[config.mk]
export PLATFORM = sky130hd
export DESIGN_NAME = dqpsk_mod
export DESIGN_NICKNAME = d
export VERILOG_FILES = /design/src/rtl/dqpsk_pkg.sv /design/src/rtl/dqpsk_diff_enc.sv /design/src/rtl/dqpsk_mod.sv
export SDC_FILE = /design/constraint.sdc
export NUM_CORES = 1
export LEC_CHECK = 0
export CAP_MARGIN = 0
export CORE_UTILIZATION = 24
export CTS_CLUSTER_DIAMETER = 80
export CTS_CLUSTER_SIZE = 14
export DETAILED_ROUTE_END_ITERATION = 10
export HOLD_SLACK_MARGIN = 0.15
export PLACE_DENSITY = 0.51
export SLEW_MARGIN = 20
export SYNTH_ARGS = -nofsm -noshare
export SYNTH_HDL_FRONTEND = slang
export SYNTH_SLANG_ARGS = --single-unit
[constraint.sdc]
create_clock -name clk -period 8.4 [get_ports clk]
set_input_delay 1.68 -clock clk [delete_from_list [all_inputs] [get_ports clk]]
set_output_delay 1.68 -clock clk [all_outputs]
set_load 0.02 [all_outputs]
[src/rtl/dqpsk_pkg.sv]
// Shared types, defaults and lookup helpers for the DQPSK modulator.
package dqpsk_pkg;

    localparam int DEF_SPS   = 8;
    localparam int DEF_NCO_W = 15;

    typedef enum logic {
        IDLE,
        RUN
    } state_t;

    // Gray-coded dibit to quarter-turn phase increment.
    function automatic logic [1:0] gray_inc(input logic [1:0] dibit);
        logic [1:0] d;
        unique case (dibit)
            2'b00: d = 2'd0;
            2'b01: d = 2'd1;
            2'b11: d = 2'd2;
            2'b10: d = 2'd3;
        endcase
        return d;
    endfunction

    // Phase state to {I positive, Q positive}.
    function automatic logic [1:0] phase_iq(input logic [1:0] p);
        logic [1:0] iq;
        unique case (p)
            2'd0: iq = 2'b11;
            2'd1: iq = 2'b01;
            2'd2: iq = 2'b00;
            2'd3: iq = 2'b10;
        endcase
        return iq;
    endfunction

endpackage

[src/rtl/dqpsk_diff_enc.sv]
// Serial-to-dibit packer, bit handshake and differential phase state.
module dqpsk_diff_enc
    import dqpsk_pkg::*;
(
    input  logic       clk,
    input  logic       reset_n,
    input  logic       clken,
    input  logic       bit_in,
    input  logic       bit_valid,
    output logic       bit_ready,
    input  logic       consume,
    output logic       pending,
    output logic [1:0] p,
    output logic [1:0] p_new
);

    logic       hold;
    logic       half;
    logic [1:0] dibit;
    logic       accept;

    assign bit_ready = clken & ~pending;
    assign accept    = bit_valid & bit_ready;
    assign p_new     = p + gray_inc(dibit);

    always_ff @(posedge clk) begin
        if (!reset_n) begin
            hold    <= 1'b0;
            half    <= 1'b0;
            dibit   <= 2'b00;
            pending <= 1'b0;
            p       <= 2'd0;
        end else if (clken) begin
            if (consume) begin
                p       <= p_new;
                pending <= 1'b0;
            end
            if (accept) begin
                if (!half) begin
                    hold <= bit_in;
                    half <= 1'b1;
                end else begin
                    dibit   <= {hold, bit_in};
                    half    <= 1'b0;
                    pending <= 1'b1;
                end
            end
        end
    end

endmodule

[src/rtl/dqpsk_mod.sv]
// DQPSK modulator: symbol timing FSM and I*cos - Q*sin carrier mixer.
module dqpsk_mod
    import dqpsk_pkg::*;
#(
    parameter int SPS   = DEF_SPS,
    parameter int NCO_W = DEF_NCO_W,
    parameter int OUT_W = NCO_W + 1
) (
    input  logic             clk,
    input  logic             reset_n,
    input  logic             clken,
    input  logic             bit_in,
    input  logic             bit_valid,
    output logic             bit_ready,
    input  logic [NCO_W-1:0] nco_cos,
    input  logic [NCO_W-1:0] nco_sin,
    input  logic             nco_valid,
    output logic [OUT_W-1:0] mod_out,
    output logic             mod_valid,
    output logic             sym_strobe,
    output logic             underflow
);

    localparam int CNT_W = (SPS > 2) ? $clog2(SPS) : 1;
    localparam int W     = OUT_W + 1;
    localparam logic [CNT_W-1:0] LAST = CNT_W'(SPS - 1);
    localparam logic signed [W-1:0] MAXV = W'((2 ** (OUT_W - 1)) - 1);

    state_t           state;
    state_t           state_n;
    logic [CNT_W-1:0] cnt;
    logic [CNT_W-1:0] cnt_n;
    logic             ev;
    logic             consume;
    logic             pending;
    logic             use_new;
    logic             zero_out;
    logic             strobe_n;
    logic             uf_n;
    logic [1:0]       p;
    logic [1:0]       p_new;
    logic [1:0]       iq;

    logic signed [NCO_W-1:0] cos_s;
    logic signed [NCO_W-1:0] sin_s;
    logic signed [W-1:0]     ce;
    logic signed [W-1:0]     se;
    logic signed [W-1:0]     tc;
    logic signed [W-1:0]     ts;
    logic signed [W-1:0]     sum;
    logic [OUT_W-1:0]        mixed;

    dqpsk_diff_enc u_enc (
        .clk       (clk),
        .reset_n   (reset_n),
        .clken     (clken),
        .bit_in    (bit_in),
        .bit_valid (bit_valid),
        .bit_ready (bit_ready),
        .consume   (consume),
        .pending   (pending),
        .p         (p),
        .p_new     (p_new)
    );

    assign ev = clken & nco_valid;

    // cnt is the index, within its symbol, of the sample being emitted.
    always_comb begin
        state_n  = state;
        cnt_n    = cnt;
        consume  = 1'b0;
        use_new  = 1'b0;
        zero_out = 1'b0;
        strobe_n = 1'b0;
        uf_n     = 1'b0;
        unique case (state)
            IDLE: begin
                if (ev) begin
                    if (pending) begin
                        consume  = 1'b1;
                        use_new  = 1'b1;
                        strobe_n = 1'b1;
                        cnt_n    = CNT_W'(1);
                        state_n  = RUN;
                    end else begin
                        zero_out = 1'b1;
                    end
                end
            end
            RUN: begin
                if (ev) begin
                    strobe_n = (cnt == '0);
                    if (cnt == LAST) begin
                        cnt_n = '0;
                        if (pending) begin
                            consume = 1'b1;
                        end else begin
                            uf_n    = 1'b1;
                            state_n = IDLE;
                        end
                    end else begin
                        cnt_n = cnt + 1'b1;
                    end
                end
            end
        endcase
    end

    assign iq    = phase_iq(use_new ? p_new : p);
    assign cos_s = nco_cos;
    assign sin_s = nco_sin;
    assign ce    = cos_s;
    assign se    = sin_s;
    assign tc    = iq[1] ? ce : -ce;
    assign ts    = iq[0] ? -se : se;
    assign sum   = tc + ts;
    assign mixed = (sum > MAXV) ? MAXV[OUT_W-1:0] : sum[OUT_W-1:0];

    always_ff @(posedge clk) begin
        if (!reset_n) begin
            state      <= IDLE;
            cnt        <= '0;
            mod_out    <= '0;
            mod_valid  <= 1'b0;
            sym_strobe <= 1'b0;
            underflow  <= 1'b0;
        end else if (clken) begin
            state      <= state_n;
            cnt        <= cnt_n;
            mod_valid  <= nco_valid;
            sym_strobe <= strobe_n;
            underflow  <= uf_n;
            if (nco_valid) begin
                mod_out <= zero_out ? '0 : mixed;
            end
        end
    end

endmodule

==> impl_summary.txt <==
----------------------------------------------------
[Critical path]
  Worst path bufs/invs ... 1
  CP arrival ... 5810 ps
  Worst flop-to-flop path endpoint ... mod_out[0]
  Critical path depth ... 13
  Peak per-stage delay on the critical path ... 730 ps
  Class of the most critical setup path ... input pin to flop
  Startpoint of the worst register-to-register path ... u_enc.dibit[0]
  Critical Path, Cell by Cell ... clkdlybuf4s50_1, nor4_1, nand2b_1, o31a_1, xor2_1, ha_1, a21oi_1, o21ai_0, a221o_1, a211oi_1, mux2i_1, a21oi_4, a221o_2
  Path depth of the worst reg2reg path ... 16
  Flop2flop setup slack ... 3710 ps
  Capture point of the worst path ... mod_out[0]
  Startpoint class of the critical path ... input pin
  Highest-delay cell along the critical path ... nor4_1
  Worst setup EP type ... flop
  Biggest fanout along the worst timing path ... 15
  Required time reported for the critical path endpoint ... 8560 ps
  Crit path max-delay family ... compound AO/OA/AOI/OAI gates
  Worst setup path startpoint ... nco_sin[4]

[Timing]
  Maximum operating frequency ... 0.177 GHz
  Worst hold slack ... 462 ps
  Final Skew ... 2.83 ps
  Final Setup Violations ... 0
  Relative slew slack ... 0.379
  Final min period ... 5650 ps
  Hold violation total from the final report ... 0
  Crit share post-route ... 0.673
  Pins over their slew limit ... 0
  Post-route setup TNS ... 0 ps
  Unrepaired setup endpoints after global routing ... false
  Transition time of the tightest slew-check pin ... 928 ps

[Route]
  Drt drc ... 0
  Routed vias/inst ... 4.95
  Count of antenna-violating nets left after detailed routing ... 0
  Highest layer used for signal routing ... met4
  Met2 wire length ... 3.64 mm
  Number of vias after detailed routing ... 2643
  Met3 wire len ... 283 µm
  Routed wirelength normalized by instance count ... 14.0 µm
  Starting DRT DRC Count ... 107
  Total routed wirelength ... 7.45 mm
  Metal1 wirelength ... 3.48 mm
  Number of iterations in the first detailed-routing pass ... 4

[Die]
  Area of the placeable core ... 11100 µm²
  Width of the die ... 110 µm
  Chip Height ... 110 µm
  Number of placement rows ... 38
  Die Area ... 12000 µm²
  Starting density of the core ... 0.251
  Num ports ... 56

[Clock network]
  Root Buffer Master ... clkbuf_16
  Number of gates resized after cts ... 0
  Hold Buf Count CTS ... 0
  CTS tree ... yes
  Clock sink count ... 30
  CTS H-tree depth ... 2
  Clock Path Buffers ... 2
  Clock-pin slew reported for the worst setup and hold paths after clock tree synthesis ... 50 ps
  Post-CTS setup buffers ... 0
  Clock Latency Late Sink ... 270 ps
  Cts bufs inserted ... 5

[Logic synthesis]
  Net count of the mapped netlist ... 404
  Synthesized netlist cell count ... 342
  Average cell area after synthesis ... 8.12 µm²
  Ys flop type ... dfxtp_1
  Number of distinct library cell variants in the gate-level netlist after synthesis ... 56
  FFs w/ async S/R, synth ... 0
  Post-Synthesis Cell Area ... 2780 µm²
  Total of warnings raised by yosys ... 0
  Proportion of netlist area held by the largest area contributor ... 0.216
  Synth cell count leaders ... 31 x nand2_1, 30 x dfxtp_1, 28 x nor2_1
  Top area cells in the synthesized netlist ... dfxtp_1 22%, ha_1 11%, xnor2_1 8.5%
  Yosys top cell by area ... dfxtp_1
  Number of synthesized register bits ... 30
  Most numerous cell in the Yosys netlist ... nand2_1
  Share of synthesized area occupied by flip-flops and latches ... 0.216
  EDFF count, synth ... 0

[Pwr]
  Combinational Power Share ... 0.296
  Sw Share ... 0.300
  Reported leakage power ... 1.47 nW
  Net switching power of the design ... 135 µW
  Power density relative to cell area ... 125 nW/µm²
  Fraction of power consumed by the clock network ... 0.376
  Cell internal power dissipation ... 314 µW
  Share of total power in sequential cells ... 0.328
  Peak supply drop ... 0.0613 mV
  Post-route total power ... 448 µW

[Global routing]
  GR Util All Layers ... 0.129
  Largest net degree at the start of global routing ... 18
  Initial antenna violation count ... 0
  First-pass GRT wire length ... 12.1 mm
  Global-route congestion overflow total ... 0
  Vias in the first global route ... 2517

[Final layout]
  Filler Cells Inserted ... 1202
  Multi-input logic area ... 2060 µm²
  Area delta synth->final ... 29.4%
  Nets@finish ... 456
  Footprint of the flip-flops and latches ... 601 µm²
  Share of final-layout standard cells stronger than drive strength 1 ... 0.0787
  Antenna Cells ... 0

[Hold path]
  Worst min-delay path class ... flop to flop

[Job]
  Max-cap violation count ... 0

[Placement]
  Total half-perimeter wirelength after legalization and detailed placement ... 6.07 mm
  Number of port buffers ... 55
  Routability cong. ... 0.785

[Run status]
  Outcome ... completed

----------------------------------------------------
==> worst min path at each step <==
stage	from	slack (ps)	to	depth (start not counted)
floorplan	cnt[1]	450	cnt[1]	2
finish	underflow	460	underflow	2
CTS	underflow	470	underflow	2
detailed placement	underflow	460	underflow	2
global placement	underflow	450	underflow	2
global route	cnt[1]	490	cnt[1]	2
==> metal layers <==
layer | vias up | global-route usage
met5 | - | 0
met4 | 0 | 0.0200
met3 | 5 | 0.0296
met2 | 55 | 0.234
met1 | 1219 | 0.158
li1 | 1364 | -
==> cell type report <==
cell class | instances | area share
Sequential cell | 30 | 0.167
Multi-Input combinational cell | 283 | 0.574
Clock inverter | 2 | 0.00278
Tap cell | 140 | 0.0487
Inverter | 19 | 0.0198
Timing Repair Buffer | 55 | 0.153
Clock buffer | 5 | 0.0348
==> power groups by stage <==
| stage | Clock, mW | Sequential (mW) | Combinational (mW) |
|---|---|---|---|
| after floorplan | 0 | 0.151 | 0.0850 |
| after global placement | 0 | 0.150 | 0.133 |
| after detailed placement | 0 | 0.150 | 0.133 |
| after CTS | 0.175 | 0.147 | 0.134 |
| after global routing | 0.181 | 0.147 | 0.148 |
| final | 0.168 | 0.147 | 0.133 |
==> state kept, by name, indices dropped and copies added, names as in the netlist <==
signal         count
sym_strobe         1
u_enc.dibit        2
u_enc.hold         1
u_enc.half         1
u_enc.p            2
underflow          1
cnt                3
mod_valid          1
mod_out           16
u_enc.pending      1
state              1
==> worst reg2reg max path: cells and delay by family, from the launching register on <==
| kind | cells | cell delay, ps |
|---|---|---|
| adders and majority gates | 3 | 830 |
| DFF | 1 | 350 |
| xor gates and xnor gates | 3 | 670 |
| muxes | 1 | 350 |
| buffers and inverters | 1 | 70 |
| AOI/OAI and AO/OA | 8 | 2320 |
==> metrics by stage <==
stage          std cells  worst slack (ps)  utilization  instance area, µm²
6_report             534              2750        0.324                3590
5_1_grt              534              2360        0.324                3590
4_1_cts              534              2760        0.324                3590
3_5_place_dp         527              2500        0.312                3460
3_3_place_gp         527              2650        0.312                3460
2_1_floorplan        342              3370            -                2780
==> kinds of logic (layout without fill, tap and decap cells) <==
logic type               Yosys count  after routing  share of synthesized area
AO/OA/AOI/OAI                    103            103                      0.272
XOR/XNOR                          42             42                      0.137
adder cells (fa/ha/maj)           26             26                      0.120
buffers and inverters             29             81                     0.0423
flip-flops                        30             30                      0.216
multiplexers                       7              7                     0.0261
AND/OR/NAND/NOR                  105            105                      0.186
==> cell usage in the layout, fill, tap and decap left out, types with 4 or more instances in the layout <==
cell              n
nand3_1           8
clkdlybuf4s50_1  55
nor3_1            7
nand2b_1          5
a221o_2          13
nand4_1           4
a21o_1            7
nor2_1           27
xnor2_1          27
and3_1            4
ha_1             25
o21a_1            4
inv_1            19
a21oi_1          22
xor2_1           14
o31ai_1           6
o21ai_0          18
dfxtp_1          30
nand2_1          31
mux2i_1           5
clkbuf_16         5
Note: power is estimated with default switching activity, not from simulation.
